## config.mk

```make
export PLATFORM = sky130hd
export DESIGN_NAME = grid_instruction_sequencer
export DESIGN_NICKNAME = d
export VERILOG_FILES = /design/src/rtl/light_grid_pkg.sv /design/src/rtl/grid_instruction_sequencer.sv
export SDC_FILE = /design/constraint.sdc
export NUM_CORES = 1
export LEC_CHECK = 0
export BUFFER_PORTS_ARGS = -buffer_cell sky130_fd_sc_hd__buf_2
export CORE_UTILIZATION = 34
export CTS_CLUSTER_DIAMETER = 50
export DETAILED_ROUTE_END_ITERATION = 8
export HOLD_SLACK_MARGIN = 0.05
export PLACE_DENSITY = 0.62
export SYNTH_ARGS = -nofsm -noshare
export SYNTH_HDL_FRONTEND = slang
export SYNTH_SLANG_ARGS = --single-unit
```

## constraint.sdc

```tcl
create_clock -name clk -period 2 [get_ports clk]
set_input_delay 0.1 -clock clk [delete_from_list [all_inputs] [get_ports clk]]
set_output_delay 0.1 -clock clk [all_outputs]
set_load 0.03 [all_outputs]
```

## src/rtl/light_grid_pkg.sv

```systemverilog
// Shared light-grid types: coordinates, opcodes, instruction word and row command layouts.
// Used by the instruction buffer, the grid instruction sequencer and the row-update engine.
// No logic; the only helper is a grid-bounds check on one coordinate.
package light_grid_pkg;

  localparam int COORD_WIDTH       = 10;
  localparam int GRID_SIZE         = 1000;
  localparam int INSTRUCTION_WIDTH = 4 + 4 * COORD_WIDTH;

  typedef logic [COORD_WIDTH-1:0] coord_t;

  typedef enum logic [1:0] {
    OP_NOP    = 2'b00,
    OP_ON     = 2'b01,
    OP_OFF    = 2'b10,
    OP_TOGGLE = 2'b11
  } op_t;

  // Bit order matches the buffer's word: {last, valid, op, x0, y0, x1, y1}.
  typedef struct packed {
    logic   last;
    logic   valid;
    op_t    op;
    coord_t x0;
    coord_t y0;
    coord_t x1;
    coord_t y1;
  } instr_t;

  typedef struct packed {
    op_t    op;
    coord_t row;
    coord_t x0;
    coord_t x1;
  } cmd_t;

  function automatic logic coord_in_grid(input coord_t c);
    return int'(c) < GRID_SIZE;
  endfunction

endpackage

```

## src/rtl/grid_instruction_sequencer.sv

```systemverilog
// Purpose: expands each light-grid rectangle instruction into one row command per Y coordinate.
// Latency: instruction handshake to first cmd_valid is 2 cycles; then one row per cycle.
// Backpressure: cmd_ready low holds the current command stable; instr_ready only high in FETCH.
//
// Ports:
//   clk, reset                 single clock, synchronous active-high reset
//   instr_valid/ready/data/last  read side of the instruction buffer
//   cmd_valid/ready, cmd_op, cmd_row, cmd_x0, cmd_x1   row command to the row-update engine
//   engine_busy                row engine still has commands in flight
//   done, error                sticky completion / malformed-instruction flags
//
// Build option: define GRID_SEQ_NORMALIZE_EN to swap reversed X/Y ranges instead of
// rejecting them as malformed.
module grid_instruction_sequencer
  import light_grid_pkg::*;
(
  input  logic                         clk,
  input  logic                         reset,
  input  logic                         instr_valid,
  output logic                         instr_ready,
  input  logic [INSTRUCTION_WIDTH-1:0] instr_data,
  input  logic                         instr_last,
  output logic                         cmd_valid,
  input  logic                         cmd_ready,
  output logic [1:0]                   cmd_op,
  output logic [COORD_WIDTH-1:0]       cmd_row,
  output logic [COORD_WIDTH-1:0]       cmd_x0,
  output logic [COORD_WIDTH-1:0]       cmd_x1,
  input  logic                         engine_busy,
  output logic                         done,
  output logic                         error
);

  typedef enum logic [2:0] {
    S_IDLE,
    S_FETCH,
    S_CHECK,
    S_ISSUE,
    S_DRAIN,
    S_DONE
  } state_t;

  state_t state, state_nxt;

  instr_t instr_w;
  op_t    op_q;
  coord_t x0_q, y0_q, x1_q, y1_q;
  coord_t row_q;
  logic   last_q;
  logic   error_q;

  logic bad_op, bad_coord, rev_x, rev_y, malformed, last_row;

  assign instr_w = instr_data;

  // The buffer already gates the word with its own valid bit, and the last flag
  // arrives on its dedicated port, so both embedded bits are deliberately dropped.
  logic unused_word_bits;
  assign unused_word_bits = ^{instr_w.last, instr_w.valid};

  assign bad_op    = (op_q == OP_NOP);
  assign bad_coord = !coord_in_grid(x0_q) || !coord_in_grid(y0_q) ||
                     !coord_in_grid(x1_q) || !coord_in_grid(y1_q);
  assign rev_x     = (x0_q > x1_q);
  assign rev_y     = (y0_q > y1_q);

`ifdef GRID_SEQ_NORMALIZE_EN
  assign malformed = bad_op || bad_coord;
`else
  assign malformed = bad_op || bad_coord || rev_x || rev_y;
`endif

  // y1 < GRID_SIZE is guaranteed before ISSUE, so the equality stop can never be skipped.
  assign last_row = (row_q == y1_q);

  always_comb begin
    state_nxt = state;
    case (state)
      S_IDLE:  state_nxt = S_FETCH;
      S_FETCH: if (instr_valid) state_nxt = S_CHECK;
      S_CHECK: begin
        if (malformed) state_nxt = last_q ? S_DRAIN : S_FETCH;
        else           state_nxt = S_ISSUE;
      end
      S_ISSUE: if (cmd_ready && last_row) state_nxt = last_q ? S_DRAIN : S_FETCH;
      S_DRAIN: if (!engine_busy) state_nxt = S_DONE;
      S_DONE:  state_nxt = S_DONE;
      default: state_nxt = S_IDLE;
    endcase
  end

  always_ff @(posedge clk) begin
    if (reset) begin
      state   <= S_IDLE;
      op_q    <= OP_NOP;
      x0_q    <= '0;
      y0_q    <= '0;
      x1_q    <= '0;
      y1_q    <= '0;
      row_q   <= '0;
      last_q  <= 1'b0;
      error_q <= 1'b0;
    end else begin
      state <= state_nxt;
      case (state)
        S_FETCH: begin
          if (instr_valid) begin
            op_q   <= instr_w.op;
            x0_q   <= instr_w.x0;
            y0_q   <= instr_w.y0;
            x1_q   <= instr_w.x1;
            y1_q   <= instr_w.y1;
            last_q <= instr_last;
          end
        end
        S_CHECK: begin
          if (malformed) begin
            error_q <= 1'b1;
          end else begin
`ifdef GRID_SEQ_NORMALIZE_EN
            // Store ranges low..high so ISSUE always counts upward to y1_q.
            x0_q  <= rev_x ? x1_q : x0_q;
            x1_q  <= rev_x ? x0_q : x1_q;
            y0_q  <= rev_y ? y1_q : y0_q;
            y1_q  <= rev_y ? y0_q : y1_q;
            row_q <= rev_y ? y1_q : y0_q;
`else
            row_q <= y0_q;
`endif
          end
        end
        S_ISSUE: begin
          if (cmd_ready && !last_row) row_q <= row_q + coord_t'(1);
        end
        default: ;
      endcase
    end
  end

  assign instr_ready = (state == S_FETCH);
  assign cmd_valid   = (state == S_ISSUE);
  assign cmd_op      = op_q;
  assign cmd_row     = row_q;
  assign cmd_x0      = x0_q;
  assign cmd_x1      = x1_q;
  assign done        = (state == S_DONE);
  assign error       = error_q;

endmodule

```

==> out/qor.yml, run 1 <==
cts_root_buffer: "clkbuf_8"
yosysSeqAreaShare: 0.3612
start_kind: "flip-flop"
port_buffers: 83
wl_per_cell_um: 14.77
gr-usage-met2: 0.3640
layout.nets: 672
fin_crit_ps: 2171
power_mw: 3.342
skew_ps: 12.04
path_class: "flip-flop to flip-flop"
cts_tree: "yes"
antenna_found_initial: 0
tightest_slew_ps: 678.4
num_antenna_cells: 0
numClockSinks: 57
internal_power_mw: 2.304
core_area_um2: 8848
cp-end-kind: "flip-flop"
postSynthAreaPerCell_um2: 7.504
pwr-share-comb: 0.295
wl_mm: 10.54
grt_use_total: 0.2184
rows: 34
dieArea_um2: 9682
finalMaxSlewViolations: 0
grt.met3_usage: 0.02720
hold_class: "input pin to flip-flop"
fillCellCount: 793
gp_congestion: 0.8353
grt_first_pass_wirelength_mm: 16.60
hold_violations: 0
fmax_ghz: 0.4606
cts.htree.levels: 3
async_flop_share: 0
drive_gt1_frac: 0.4043
busiest_layer: "met2"
setup_violations: 13
violations: "design-rule violations, negative setup slack"
drt_first_pass_iters: 6
critPathTopFamily: "compound AO/OA/AOI/OAI gates"
fin_ws_ps: -171.1
fp.dieW_um: 98.40
synth_cell_type_count: 49
period_share: 1.086
overflow: 0
syn2layout_area_growth_pct: 61.58
grt_pass1_vias: 3503
leakage_nw: 2.172
grt_max_degree: 44
ys_seq_elements: 57
vias: 3580
first_iter_violations: 176
status: "finished, violations left"
cap_viol_max_count: 0
ys.flop_type: "dfxtp_1"
cts_made_buffers: 9
pwr-share-seq: 0.375
cp.arrival_ps: 2430
clkLatencyLatePin_ps: 340
met1_usage: 0.2866
vdd_drop_max_uv: 412.2
critical_path.cell_chain: "inv_4, ha_4, nand4_1, buf_4, nor3_2, o21a_1, a21oi_4, buf_4, a221oi_2"
drc: 2
rsz0062_at_grt: "true"
syn-num-nets: 492
pin_count: 86
initial_core_util: 0.3570
synth_edf_count: 0
die-height_um: 98.40
post-place-ws_ps: -158.5
switching_power_mw: 1.038
critPathMaxFanout: 5
viasPerCell: 5.014
syn_inst: 421
clkTransAtPathRegs_ps: 70
cp.required_ps: 2260
yosys_warnings: 0
swShare: 0.3106
ant_nets: 0
cellPowerDensity_nw_per_um2: 654.7
clkPwrFrac: 0.331
cpMostUsedCell: "buf_4"
synth_area_um2: 3159
hpwlAfterDp_mm: 7.249
slowest_delay_ps: 370
path_buf_inv: 3
rrSetupSlack_ps: -170
slew_headroom: 0.5477
clock_path_buffers: 2
critPathSlowestCell: "dfxtp_4"
-- power by group through the flow --
stage / sequential [mW] / combinational, mW / clock, mW
final: 1.25 / 0.984 / 1.10
after global routing: 1.26 / 1.07 / 1.18
after CTS: 1.25 / 0.939 / 1.13
after detailed placement: 1.27 / 0.813 / 0
after global placement: 1.26 / 0.796 / 0
after floorplan: 1.32 / 0.437 / 0
-- per-layer routing --
| layer | vias up | part of all wire |
|---|---|---|
| li1 | 1810 | - |
| met1 | 1662 | 0.46 |
| met2 | 91 | 0.48 |
| met3 | 17 | 0.040 |
| met4 | 0 | 0.019 |
| met5 | - | 0 |
-- final cells by class --
class                      instances  area [µm²]  area share
multi-input combinational        316        2128      0.4169
timing repair buffer             191        1354      0.2652
sequential                        57        1186      0.2324
clock buffer                      13       158.9     0.03113
tap                              108       135.1     0.02647
inverter                          26       102.6     0.02010
clock inverter                     3       40.04    0.007843
-- path summary, 6_finish.rpt --
check | to | start | cells after the start
hold / removal | y0_q[8] | instr_data[28] | 3
setup reg to reg | cmd_row[6] | cmd_x1[7] | 9
hold reg to reg | error | error | 2
setup / recovery | cmd_row[6] | cmd_x1[7] | 9
-- Yosys cell counts (all sizes together) (6+ instances only) --
cell    number  area (µm²)
nor3        11       55.05
clkbuf      19       71.32
o32ai        6       52.55
ha          21       262.8
dfxtp       57        1141
o21ai       13       65.06
a211oi       8       60.06
nand2      111       416.7
nand2b       7       43.79
nand3        8       40.04
nor2        17       63.81
inv         26       97.59
a21oi       57       300.3
xor2        10       87.58
nand4        8       50.05
-- registers in the layout (all words and copies together), names as in the netlist --
register,count
y0_q,10
cmd_op,2
cmd_row,10
cmd_x1,10
error,1
state,3
last_q,1
y1_q,10
cmd_x0,10
-- through the flow --
stage | util | area, µm² | cells | TNS [ps] | hold WS, ps
CTS | 0.5674 | 5021 | 713 | -575.3 | 53.31
detailed placement | 0.4806 | 4253 | 654 | -1244 | 337.8
floorplan | - | 3288 | 421 | -113.5 | 225.6
global placement | 0.4806 | 4253 | 654 | -821.2 | 333.4
finish | 0.5769 | 5105 | 714 | -1270 | 67.20
global route | 0.5769 | 5105 | 714 | -2583 | 63.55
-- logic make-up after synthesis --
group           after synthesis  synth area share
flops                        57            0.3612
mux                           1          0.003564
fa+ha+maj                    21           0.08317
buf+inv                      48           0.05980
simple gates                181            0.2558
compound gates              103            0.2087
xor+xnor                     10           0.02772
-- worst reg2reg max path, cell delays in order, from the launching register on --
cell and delay [ps]:
dfxtp_4 370, inv_4 40, ha_4 260, nand4_1 180
buf_4 200, nor3_2 290, o21a_1 260, a21oi_4 100
buf_4 160, a221oi_2 230
-- placed cells by master (no fill, tap or decap), types with 8 or more instances in the layout --
cell type,n
nand2_1,111
buf_2,83
buf_4,65
a21oi_1,53
dlygate4sd3_1,41
dfxtp_1,31
dfxtp_2,21
nor2_1,16
inv_1,15
ha_4,13
clkbuf_8,11
xor2_1,10
inv_2,9
nor3_1,9
nand4_1,8
o21ai_0,8
nand3_1,8
ha_1,8
-- what timing repair did --
action	4_1_cts	5_1_grt
endpoints found under the hold margin	41	0
hold buffers	41	0
buffers inserted	2	1
endpoints found under the setup margin	14	14
pin swaps	22	14
resized for setup	28	18
No activity file was read; power rests on OpenSTA's default activity.
==> inputs of run 2 (changes only) <==
==> constraint.sdc (replaced) <==
create_clock -name clk -period 2 [get_ports clk]
set_input_delay 0.4 -clock clk [delete_from_list [all_inputs] [get_ports clk]]
set_output_delay 0.4 -clock clk [all_outputs]
set_load 0.03 [all_outputs]
==> run 2 against run 1 <==
  * The flow finishes with violations (negative setup slack)
  * Register-to-register slack lost 20 ps
  * Sequential cell count is the same
  * Largest power group unchanged
  * Combinational power shrank 7.2%
  * Highest routed layer unchanged
  * Non-clock buffer count shrank 37
==> out/qor.yml, run 2 (synthesized netlist as in run 1, its figures left out) <==
wl_mm: 10.17  # -3.6%
cts_root_buffer: "clkbuf_8"
cp.arrival_ps: 2440  # about the same
cts.htree.levels: 3  # unchanged
grt_pass1_vias: 3420  # -2.4%
met1_usage: 0.2877  # +0.001138
most-common-layout-cells: "nand2_1 (111), buf_2 (83), buf_4 (68)"
cts_tree: "yes"
drive_gt1_frac: 0.4359  # +0.03156
clkTransAtPathRegs_ps: 70  # about the same
rows: 34  # unchanged
pin_count: 86  # unchanged
worstHoldEndpoint: "cmd_x1[8]"
cap_viol_max_count: 0  # unchanged
layout.nets: 635  # -5.5%
violations: "negative setup slack"
ant_nets: 0  # unchanged
fp.dieW_um: 98.40  # unchanged
cp-end-kind: "flip-flop"
critPathMaxFanout: 5  # unchanged
status: "finished, violations left"
vdd_drop_max_uv: 362.3  # -12%
rsz0062_at_grt: "true"
fillCellCount: 859  # +8.3%
post-place-ws_ps: -248.2  # -89.66 ps
core_area_um2: 8848  # unchanged
dieArea_um2: 9682  # unchanged
gr-usage-met2: 0.3592  # -0.004875
leakage_nw: 2.000  # -7.9%
viasPerCell: 5.069  # +1.1%
syn2layout_area_growth_pct: 48.79
wl_per_cell_um: 15.02  # +1.7%
hold_class: "input pin to flip-flop"
grt_max_degree: 44  # unchanged
drt_first_pass_iters: 7  # +1
hold_buffers: 0  # -100%
r2r_end: "cmd_row[1]"
die-height_um: 98.40  # unchanged
grt.met3_usage: 0.03221  # +0.005011
fin_ws_ps: -195.3  # -24.17 ps
hold_violations: 0  # unchanged
r2r_start: "y1_q[7]"
holdCritStartpoint: "instr_data[18]"
busiest_layer: "met2"
clkLatencyLatePin_ps: 350  # about the same
cts_made_buffers: 9  # unchanged
fmax_ghz: 0.4555  # -1.1%
path_class: "flip-flop to flip-flop"
numClockSinks: 57  # unchanged
initial_core_util: 0.3570  # unchanged
rrSetupSlack_ps: -200  # -20 ps
final_common_cell: "nand2_1"
antenna_found_initial: 0  # unchanged
port_buffers: 83  # unchanged
vias: 3432  # -4.1%
grt_use_total: 0.2189  # +0.0004511
first_iter_violations: 164  # -6.8%
period_share: 1.098  # +0.01208
overflow: 0  # unchanged
utilization: 0.5313  # -0.04567
clock_path_buffers: 2  # unchanged
cellPowerDensity_nw_per_um2: 681.9  # +4.2%
min_delay_path_depth: 3  # unchanged
num_antenna_cells: 0  # unchanged
worstRegToRegCells: 8  # -1
skew_ps: 7.158  # -4.883 ps
grt_first_pass_wirelength_mm: 16.69  # +0.54%
fin_crit_ps: 2195  # +24.17 ps
gp_congestion: 0.9036  # +8.2%
hpwlAfterDp_mm: 7.355  # +1.5%
drc: 0  # -2
finalMaxSlewViolations: 0  # unchanged
cp.required_ps: 2240  # -20 ps
tightest_slew_ps: 533.2  # -145.2 ps
start_kind: "flip-flop"
slew_headroom: 0.6445  # +0.09679
power_mw: 3.205  # -4.1%
setup_violations: 13  # unchanged
## run 2: metrics by stage
stage,hold slack [ps],TNS [ps],area (µm²),cells
3_3_place_gp,442.6,-1399,4260,655
4_1_cts,268.3,-677.6,4647,673
2_1_floorplan,436.3,-113.5,3288,421
5_1_grt,282.5,-2562,4701,677
3_5_place_dp,444.1,-1741,4260,655
6_report,275.7,-1484,4701,677
## run 2: worst max-delay path, stage by stage (launching register included)
cell	delay, ps
dfxtp_2	340
inv_2	50
ha_4	260
nand4_1	170
a211oi_2	320
a2111oi_4	90
o211a_1	270
a21oi_4	260
mux2_4	330
## run 2: final cells by class
type / count / area [µm²] / area share
clock buffers: 12 / 135.1 / 0.02875
repair buffers: 154 / 977.2 / 0.2079
clock inverters: 4 / 43.79 / 0.009316
flip-flops and latches: 57 / 1189 / 0.2529
multi-input cells: 316 / 2123 / 0.4517
well taps: 108 / 135.1 / 0.02875
inverters: 26 / 97.59 / 0.02076
## run 2: report_power, final
part | switching, mW | leakage [nW] | total [mW] | internal, mW
clock network | 0.472 | 0.0918 | 1.04 | 0.568
logic | 0.496 | 1.43 | 0.913 | 0.417
registers | 0.0550 | 0.477 | 1.25 | 1.20
total | 1.02 | 2.00 | 3.21 | 2.18
## run 2: how the worst max path moves through the flow
stage                    from    endpoint  slack (ps)  depth (start not counted)
CTS                   y1_q[5]  cmd_row[1]        -120                          8
global placement      y1_q[7]  cmd_row[0]        -210                          7
global route        cmd_x1[7]    state[0]        -280                          9
detailed placement    y1_q[7]  cmd_row[0]        -250                          7
floorplan             y1_q[9]  cmd_row[1]         -60                          8
finish                y1_q[7]  cmd_row[1]        -200                          8
## run 2: layer usage
layer	up-vias	share of wire
met5	-	0
met1	1581	0.47
li1	1739	-
met2	98	0.47
met3	14	0.042
met4	0	0.019
## run 2: repair_timing
item / in CTS / in global routing
setup endpoints to repair: 13 / 15
resized for setup: 35 / 10
pin swaps: 24 / 13
buffers inserted: 2 / 4
==> inputs of run 3 (changes only) <==
PLACE_DENSITY = unset   (was 0.62)
PLACE_DENSITY_LB_ADDON = 0.1   (was unset)
==> run 3 against run 2 <==
  * The run still ends with negative setup slack left
  * Final area up 2.5%
  * Global-route usage hardly changed
  * Critical path depth stayed put
  * Sequential cell count unchanged
  * Cell count increased by 0.30%
  * Critical endpoint unchanged
  * Largest cell class unchanged
==> out/qor.yml, run 3 (synthesized netlist as in run 1, its figures left out) <==
vias: 3376  # -1.6%
timing.hold.ws_ps: 288.7  # +12.99 ps
fillCellCount: 859  # unchanged
rsz0062_at_grt: "true"
multiInputGateArea_um2: 2185  # +2.9%
wl_per_cell_um: 14.85  # -1.1%
layout.nets: 637  # +0.31%
vdd_drop_max_uv: 377.8  # +4.3%
clkLatencyLatePin_ps: 330  # -20 ps
ant_nets: 0  # unchanged
timing.critical_path.to: "cmd_row[1]"
leakage_nw: 2.039  # +2.0%
path_class: "flip-flop to flip-flop"
grt_use_total: 0.2186  # -0.0002851
core_area_um2: 8848  # unchanged
crit_path_start: "cmd_x1[5]"
first_iter_violations: 172  # +4.9%
skew_ps: 7.420  # +0.2620 ps
drt_first_pass_iters: 7  # unchanged
final_common_cell: "nand2_1"
cp-end-kind: "flip-flop"
cap_viol_max_count: 0  # unchanged
wl_mm: 10.08  # -0.86%
tightest_slew_ps: 615.2  # +81.96 ps
cellPowerDensity_nw_per_um2: 702.8  # +3.1%
grt_first_pass_wirelength_mm: 16.44  # -1.5%
grt_pass1_vias: 3225  # -5.7%
r2r_start: "cmd_x1[5]"
finalMaxSlewViolations: 0  # unchanged
cts.htree.levels: 3  # unchanged
hold_buffers: 0  # unchanged
cp.arrival_ps: 2370  # -70 ps
gp_congestion: 0.8456  # -6.4%
die-height_um: 98.40  # unchanged
slew_headroom: 0.5899  # -0.05464
rrSetupSlack_ps: -160  # +40 ps
r2r_end: "cmd_row[1]"
cts_root_buffer: "clkbuf_8"
fin_ws_ps: -155.5  # +39.76 ps
clock_path_buffers: 2  # unchanged
critical_path.cell_chain: "inv_2, ha_4, nand4_1, a211oi_2, a2111oi_4, o21a_2, a21oi_4, mux2_4"
hold_class: "input pin to flip-flop"
viasPerCell: 4.972  # -1.9%
violations: "negative setup slack"
dpl-instance-area_um2: 4253  # -0.18%
worstRegToRegCells: 8  # unchanged
antenna_found_initial: 0  # unchanged
rows: 34  # unchanged
critPathMaxFanout: 5  # unchanged
slowest_delay_ps: 360  # +20 ps
status: "finished, violations left"
start_kind: "flip-flop"
numClockSinks: 57  # unchanged
fin_crit_ps: 2156  # -39.76 ps
period_share: 1.078  # -0.01988
grt_max_degree: 44  # unchanged
drive_gt1_frac: 0.4606  # +0.02474
initial_core_util: 0.3570  # unchanged
layout.area.seq_um2: 1190  # +0.11%
drc: 0  # unchanged
setup_violations: 10  # -3
num_antenna_cells: 0  # unchanged
cts_tree: "yes"
hpwlAfterDp_mm: 7.322  # -0.45%
final_area_um2: 4818  # +2.5%
clkTransAtPathRegs_ps: 70  # about the same
most-common-layout-cells: "nand2_1 (111), buf_2 (83), buf_4 (67)"
fmax_ghz: 0.4639  # +1.8%
critPathSlowestCell: "dfxtp_4"
port_buffers: 83  # unchanged
cp.required_ps: 2220  # -20 ps
cts_made_buffers: 9  # unchanged
hold_violations: 0  # unchanged
syn2layout_area_growth_pct: 52.51
fp.dieW_um: 98.40  # unchanged
overflow: 0  # unchanged
dieArea_um2: 9682  # unchanged
pin_count: 86  # unchanged
-- run 3: where the power goes --
part           internal (mW)  leakage [nW]  switching [mW]
Sequential              1.20         0.478          0.0574
Combinational          0.439          1.46           0.509
Clock                  0.700         0.104           0.483
-- run 3: final cells by class --
class,count,area share
clock buffers,12,0.02804
multi-input cells,316,0.4534
inverters,26,0.02077
well taps,108,0.02804
clock inverters,4,0.01454
repair buffers,156,0.2083
flip-flops and latches,57,0.2469
-- run 3: routing by layer --
metal | GRT usage | vias up | wire, µm
met5 | 0 | - | 0
met4 | 0.06200 | 0 | 65
met3 | 0.04438 | 4 | 453
met2 | 0.3337 | 82 | 4577
met1 | 0.3110 | 1541 | 4985
li1 | - | 1749 | -
-- run 3: worst max-delay path, delay by kind of cell (launching register included) --
| kind | cells | cell delay [ps] |
|---|---|---|
| AO/OA/AOI/OAI | 4 | 910 |
| AND/OR/NAND/NOR | 1 | 120 |
| multiplexers | 1 | 330 |
| flip-flops | 1 | 360 |
| buffers and inverters | 1 | 50 |
| adder cells (fa/ha/maj) | 1 | 270 |
-- run 3: how the worst min path moves through the flow --
| stage | start | endpoint | slack [ps] | cells after the start |
|---|---|---|---|---|
| finish | instr_data[18] | cmd_x1[8] | 290 | 3 |
| global route | instr_data[25] | y0_q[5] | 280 | 3 |
| CTS | instr_data[17] | cmd_x1[7] | 280 | 3 |
| detailed placement | y0_q[0] | y0_q[0] | 450 | 2 |
| global placement | error | error | 440 | 2 |
| floorplan | y0_q[0] | y0_q[0] | 440 | 2 |
-- run 3: timing repair --
action	4_1_cts	5_1_grt
pin swaps	24	10
setup buffers	8	1
gates cloned	0	0
gates resized for setup	48	16
endpoints found under the setup margin	14	15
endpoints found under the hold margin	0	0
-- run 3: metrics by stage --
step / setup WS [ps] / TNS, ps / instances / util / power (mW)
after floorplan: -61.73 / -113.5 / 421 / - / 1.758
after detailed placement: -206.0 / -1784 / 654 / 0.4806 / 2.079
after global routing: -253.3 / -2587 / 679 / 0.5445 / 3.573
after global placement: -166.6 / -1482 / 654 / 0.4806 / 2.066
after CTS: -137.3 / -724.9 / 678 / 0.5386 / 3.388
final: -155.5 / -812.1 / 679 / 0.5445 / 3.386
